File: src/rtl/urv_dmem_wb_master.sv
// Data-memory request target: runs each core load/store as one Wishbone pipelined transfer.
// Latency: request-to-ready is at least 2 cycles (ack in the first strobe cycle), longer under stall/wait.
// Backpressure: dm_ready_o is low for the whole transfer; wb_stall_i holds the strobe in ISSUE.
module urv_dmem_wb_master #(
  parameter int TIMEOUT_CYCLES = 255
) (
  input  logic        clk_i,
  input  logic        rst_i,
  input  logic [31:0] dm_addr_i,
  input  logic [31:0] dm_data_s_i,
  input  logic [3:0]  dm_data_select_i,
  input  logic        dm_load_i,
  input  logic        dm_store_i,
  output logic        dm_ready_o,
  output logic [31:0] dm_data_l_o,
  output logic        dm_load_done_o,
  output logic        dm_store_done_o,
  output logic        dm_bus_error_o,
  output logic        wb_cyc_o,
  output logic        wb_stb_o,
  output logic        wb_we_o,
  output logic [31:0] wb_adr_o,
  output logic [3:0]  wb_sel_o,
  output logic [31:0] wb_dat_o,
  input  logic [31:0] wb_dat_i,
  input  logic        wb_ack_i,
  input  logic        wb_err_i,
  input  logic        wb_stall_i
);

  // Counter is at least 8 bits and grows if a longer timeout is configured.
  localparam int CNT_W = (TIMEOUT_CYCLES > 256) ? $clog2(TIMEOUT_CYCLES) : 8;
  localparam logic [CNT_W-1:0] TMO_LAST =
    CNT_W'((TIMEOUT_CYCLES > 0) ? TIMEOUT_CYCLES - 1 : 0);

  typedef enum logic [1:0] {
    S_IDLE  = 2'd0,
    S_ISSUE = 2'd1,
    S_WAIT  = 2'd2
  } state_t;

  state_t           state, state_nxt;
  logic [CNT_W-1:0] tmo_cnt;
  logic             accept;
  logic             resp_ok;
  logic             ack_hit;
  logic             err_hit;
  logic             tmo_hit;
  logic             ready_q;

  // A response only counts once our strobe has been taken (not while stalled in ISSUE).
  assign resp_ok = (state == S_WAIT) || ((state == S_ISSUE) && !wb_stall_i);
  // err dominates when the slave raises ack and err together.
  assign err_hit = resp_ok && wb_err_i;
  assign ack_hit = resp_ok && wb_ack_i && !wb_err_i;
  // Timeout fires on the last allowed edge unless a real response arrives on it.
  assign tmo_hit = (TIMEOUT_CYCLES != 0) && (state != S_IDLE) &&
                   (tmo_cnt == TMO_LAST) && !ack_hit && !err_hit;

  assign wb_cyc_o   = (state != S_IDLE);
  assign wb_stb_o   = (state == S_ISSUE);
  assign dm_ready_o = ready_q;

  // Next-state decode: accept in IDLE, hold strobe under stall, finish on ack/err/timeout.
  always_comb begin
    state_nxt = state;
    accept    = 1'b0;
    case (state)
      S_IDLE: begin
        if (dm_load_i || dm_store_i) begin
          accept    = 1'b1;
          state_nxt = S_ISSUE;
        end
      end
      S_ISSUE: begin
        if (ack_hit || err_hit || tmo_hit) begin
          state_nxt = S_IDLE;
        end else if (!wb_stall_i) begin
          state_nxt = S_WAIT;
        end
      end
      S_WAIT: begin
        if (ack_hit || err_hit || tmo_hit) begin
          state_nxt = S_IDLE;
        end
      end
      default: state_nxt = S_IDLE;
    endcase
  end

  // State, request latches, timeout counter, load data and completion pulses.
  always_ff @(posedge clk_i) begin
    if (rst_i) begin
      state           <= S_IDLE;
      ready_q         <= 1'b1;
      wb_we_o         <= 1'b0;
      wb_adr_o        <= 32'h0;
      wb_sel_o        <= 4'h0;
      wb_dat_o        <= 32'h0;
      dm_data_l_o     <= 32'h0;
      dm_load_done_o  <= 1'b0;
      dm_store_done_o <= 1'b0;
      dm_bus_error_o  <= 1'b0;
      tmo_cnt         <= '0;
    end else begin
      state           <= state_nxt;
      ready_q         <= (state_nxt == S_IDLE);
      dm_load_done_o  <= ack_hit && !wb_we_o;
      dm_store_done_o <= ack_hit && wb_we_o;
      dm_bus_error_o  <= err_hit || tmo_hit;
      if (accept) begin
        wb_we_o  <= dm_store_i;
        wb_adr_o <= {dm_addr_i[31:2], 2'b00};
        wb_sel_o <= dm_data_select_i;
        wb_dat_o <= dm_data_s_i;
        tmo_cnt  <= '0;
      end else if (state != S_IDLE) begin
        tmo_cnt <= tmo_cnt + CNT_W'(1);
      end
      if (ack_hit && !wb_we_o) begin
        dm_data_l_o <= wb_dat_i;
      end
    end
  end

endmodule
File: config.mk
export PLATFORM = sky130hd
export DESIGN_NAME = urv_dmem_wb_master
export DESIGN_NICKNAME = d
export VERILOG_FILES = /design/src/rtl/urv_dmem_wb_master.sv
export SDC_FILE = /design/constraint.sdc
export NUM_CORES = 1
export LEC_CHECK = 0
export CORE_MARGIN = 4
export CORE_UTILIZATION = 38
export CTS_BUF_LIST = sky130_fd_sc_hd__clkbuf_8
export CTS_CLUSTER_SIZE = 8
export DETAILED_ROUTE_END_ITERATION = 8
export GPL_ROUTABILITY_DRIVEN = 0
export HOLD_SLACK_MARGIN = 0.03
export PLACE_DENSITY = 0.83
export SYNTH_ARGS = -nofsm -noshare
export SYNTH_HDL_FRONTEND = slang
export SYNTH_SLANG_ARGS = --single-unit
File: constraint.sdc
create_clock -name clk_i -period 2.15 [get_ports clk_i]
set_clock_uncertainty 0.15 [all_clocks]
set_input_delay 0.43 -clock clk_i [delete_from_list [all_inputs] [get_ports clk_i]]
set_output_delay 0.43 -clock clk_i [all_outputs]
set_load 0.01 [all_outputs]
Word level (Yosys, flattened, before mapping)
Cells that the tools add are included.
{"block": "word_totals", "register_bits": 113, "latch_bits": 0, "ram_bits": 0, "rom_bits": 0, "inputBits": 107, "out_inout_bits": 107, "wordCells": 45, "n_memories": 0}
{"block": "op_classes", "addsub": 1, "n_mul": 0, "div": 0, "magnitude_cmp": 0, "eq_ne": 3, "shift": 0, "muxes": 7, "n_bitwise": 0, "reduce_logical": 23}
{"cell": "1-bit logical AND", "count": 9}
{"cell": "8-bit by 1-bit adder with 8-bit output, second input constant", "count": 1}
{"cell": "8-bit == test, second input constant", "count": 1}
{"cell": "2-bit 2-to-1 mux", "count": 4}
{"cell": "2-bit one-hot mux with 3 select lines", "count": 1}
{"cell": "1-bit logical NOT", "count": 5}
{"cell": "1-bit logical OR", "count": 5}
{"cell": "2-bit logical NOT", "count": 2}
{"cell": "2-bit by 1-bit == test with 1-bit output, second input constant", "count": 1}
{"cell": "2-bit == test, second input constant", "count": 1}
{"cell": "1-bit 2-to-1 mux", "count": 2}
{"cell": "2-bit nonzero test", "count": 1}
{"cell": "2-bit OR reduction", "count": 1}

Logic depth before layout (Yosys ltp)
{"block": "logic_depth", "word_depth": 12, "depth_mapped": 6, "ltp_nobuf": 5}

Worst setup path before layout
No wires, ideal clock.
{"block": "synth_timing", "kind": "flip-flop to flip-flop", "from": "register state[1]", "to": "register dm_data_l_o[10]", "setup_time_ns": 0.072, "arrival_time_ns": 1.796, "required_ns": 1.928, "path_slack_ns": 0.133, "path_stages_with_launch": 6, "n_path_buf": 2, "period_less_slack_ns": 2.017, "path_cell_list": "dfxtp_1 buf_6 or3b_4 a2111oi_4 buf_6 mux2i_1"}
{"block": "synth_between", "elab_chain_len": 6, "word_cells_on_any_way": 7, "cone_classes": "2 x eq/ne; 5 x reduce/logical"}
{"item": "start: declaration", "line_no": "42", "source": "state_t state, state_nxt;"}
{"item": "start signal: assignment", "line_no": "106", "source": "state <= state_nxt;"}
{"item": "2-bit by 1-bit == test with 1-bit output", "line_no": "52", "source": "assign resp_ok = (state == S_WAIT) || ((state == S_ISSUE) && !wb_stall_i);"}
{"item": "1-bit logical AND", "line_no": "52"}
{"item": "1-bit logical OR *", "line_no": "52"}
{"item": "1-bit logical AND * (2 in series)", "line_no": "55", "source": "assign ack_hit = resp_ok && wb_ack_i && !wb_err_i;"}
{"item": "1-bit logical AND *", "line_no": "120", "source": "if (ack_hit && !wb_we_o) begin"}
{"item": "end signal: assignment", "line_no": "121", "source": "dm_data_l_o <= wb_dat_i;"}
{"item": "end: declaration", "line_no": "15", "source": "output logic [31:0] dm_data_l_o,"}
Every way passes the cells marked *; elsewhere a longest branch is shown, timed or not.
A chain may end at the register's enable or synchronous reset.

Worst setup path after layout
{"block": "layout_timing", "from": "input port wb_stall_i", "to": "register dm_data_l_o[6]"}
{"block": "layout_between", "elab_chain_len": 6}
{"item": "start: declaration", "line_no": "28", "source": "input logic wb_stall_i"}
{"item": "1-bit logical NOT"}
{"item": "1-bit logical AND", "line_no": "52"}
{"item": "1-bit logical OR", "line_no": "52"}
{"item": "1-bit logical AND (2 in series)", "line_no": "55"}
{"item": "1-bit logical AND", "line_no": "120"}
Every way passes these cells.

==> flow_summary.yaml <==
power_and_ir_drop:
  internal-power_mw: 3.74
  power_frac_clock_pct: 36.8
  peakVddDrop_uv: 479
  netSwitchingFraction_pct: 26.8
  power.density_nw_per_um2: 728
  p_leak_nw: 2.53
  p_switching_mw: 1.37
  sequentialPowerShare_pct: 44.5
  combPwrFrac_pct: 18.6
drt:
  routedWlPerCell_um: 15.7
  via_per_inst: 5.15
  ant_nets: 0
  vias: 4468
  dr.pass1.iters: 5
  drt_iter0_drc: 293
  drcViolationCount: 0
  routed_wirelength_um: 13600
yosys:
  synth.area.top_cells: "dfxtp_1, o21ai_0, a21oi_1, nand3_1, mux2i_1"
  synthFlopType: "dfxtp_1"
  syn_area_um2: 4430
  ys_types: 34
  netlist_instances: 517
  yosys_register_bits: 113
  seq_area_frac_synth_pct: 51.1
  yosysTopAreaCellShare_pct: 51.1
  yosysTopAreaCell: "dfxtp_1"
  yosys-top-cells-count: "dfxtp_1, o21ai_0, a21oi_1, nand3_1, nand2_1"
  synth.avg_cell_area_um2: 8.57
  async_flop_share_pct: 0
  yosysMostFrequentCell: "dfxtp_1"
  synth-edff-count: 0
  synth_warnings: 0
placement:
  place_area_um2: 6650
  io_buffers: 209
  dp_hpwl_um: 9700
  dp_slack_ps: -326
die:
  die_area_um2: 13400
  start_util_pct: 38.8
  rows: 39
  die_y_um: 116
  ios: 214
  die_x_um: 116
  core_region_area_um2: 11400
global_route:
  grt_first_pass_wirelength_um: 21200
  grt_overflow: 0
  grt_pass1_vias: 4419
  grt_max_degree: 69
  antenna_found_initial: 0
  track_usage_pct: 19.7
final_layout:
  ff_latch_area_um2: 2260
  final_core_util_pct: 61.6
  drive_gt1_share_pct: 7.72
  antenna_cells: 0
  multi_input_area_um2: 1940
  syn2layout_area_growth_pct: 58.7
  fillCellCount: 987
  fin_area_um2: 7030
  nets: 822
cts:
  clkLatencyLatePin_ps: 410
  postCtsHoldBufs: 0
  clkSinkCount: 113
  cts_buffers: 17
  clk_path_buf_depth: 2
  clockRootBuffer: "clkbuf_8"
  cts_max_level: 4
  path_clk_slew_ps: 70
  cts_tree: "done"
sta:
  fmax_mhz: 489
  layout_worst_path_cycle_share_pct: 95.0
  slew_violations: 0
  period_minus_slack_ps: 2040
  fin_ws_ps: 107
  hold_viol: 0
  rsz0062_at_grt: "false"
  tightest_slew_ps: 542
  setup_viol: 0
  finalSetupTns_ps: 0
  max_slew_margin_pct: 63.6
critical_path:
  setup.worst_path.start_class: "input port"
  required_ps: 2330
  cp-end-kind: "register"
  crit_fanout: 12
  crit_type: "in -> reg"
  arrival_ps: 2230
min_path:
  hold_path.class: "in -> reg"
run_status:
  status: "completed"
job:
  cap_viol_max_count: 0
-- power by group through the flow --
stage	sequential [mW]	clock (mW)	combinational [mW]
floorplan	2.37	0	0.350
global placement	2.32	0	0.933
detailed placement	2.32	0	0.957
CTS	2.28	1.93	0.960
global route	2.29	2.04	1.03
finish	2.28	1.88	0.953
-- metal layers --
layer	vias to the layer above	wire length (um)	GRT usage, %
li1	2185	-	-
met1	2094	5240	22.0
met2	173	6830	33.3
met3	16	1320	8.98
met4	0	257	6.96
met5	-	0	0
-- stage by stage --
stage,std cells,hold WS [ps],total power [mW]
2_1_floorplan,518,308,2.72
3_3_place_gp,837,291,3.25
3_5_place_dp,837,299,3.28
4_1_cts,868,285,5.17
5_1_grt,868,288,5.37
6_report,868,311,5.11
-- path summary, 6_finish.rpt --
check	startpoint	to	slack [ps]	cells past startpoint
worst max-delay path	wb_stall_i	dm_data_l_o[6]$_SDFFE_PP0P_	110	5
worst min-delay path	rst_i	wb_adr_o[9]$_SDFFE_PP0P_	310	3
worst max register to register	state[1]$_SDFF_PP0_	dm_data_l_o[6]$_SDFFE_PP0P_	160	4
worst min register to register	dm_data_l_o[5]$_SDFFE_PP0P_	dm_data_l_o[5]$_SDFFE_PP0P_	310	2
-- worst max-delay path, stage by stage --
cell and delay [ps]:
clkdlybuf4s50_1 420, or3b_4 410, a2111oi_4 430, buf_4 310, mux2i_1 230
-- layout make-up --
type,instances,share of cell area [%]
Inverter,4,0.214
Clock inverter,14,2.05
Multi-Input combinational cell,350,27.6
Tap cell,143,2.55
Sequential cell,113,32.2
Timing Repair Buffer,227,32.1
Clock buffer,17,3.33
-- cells in the final DEF, fill, tap and decap left out, types with 4 or more instances in the layout --
cell type        Yosys  layout
clkinvlp_4           0       5
nand3_1             68      68
dfxtp_1            113     113
o21ai_0             72      72
nand2_1             67      67
clkdlybuf4s50_1      0     206
mux2i_1             32      32
buf_4                3      15
clkbuf_8             0      17
nor2_1               9       7
a21oi_1             71      71
clkinv_2             0       4
-- kinds of logic (layout without fill, tap and decap cells) --
family | count (synthesis) | in the layout | share of synthesized area, %
buffers and inverters | 55 | 262 | 5.59
XOR/XNOR | 4 | 4 | 0.791
adder cells (fa/ha/maj) | 2 | 2 | 0.565
multiplexers | 32 | 32 | 7.23
other | 1 | 2 | 0.0847
AO/OA/AOI/OAI | 154 | 154 | 18.6
flip-flops | 113 | 113 | 51.1
AND/OR/NAND/NOR | 156 | 156 | 16.1
-- timing repair --
action,CTS,global route
endpoints found under the setup margin,2,0
endpoints found under the hold margin,0,0
setup buffers,0,0
resized for setup,2,0
-- sequential cells by signal, summed over array words and instances, names as in the netlist --
| register | count |
|---|---|
| dm_data_l_o | 32 |
| wb_dat_o | 32 |
| wb_adr_o | 30 |
| tmo_cnt | 8 |
| wb_sel_o | 4 |
| state | 2 |
| dm_bus_error_o | 1 |
| dm_load_done_o | 1 |
| dm_ready_o | 1 |
| dm_store_done_o | 1 |
| wb_we_o | 1 |
Power figures use the tool's default switching activity.
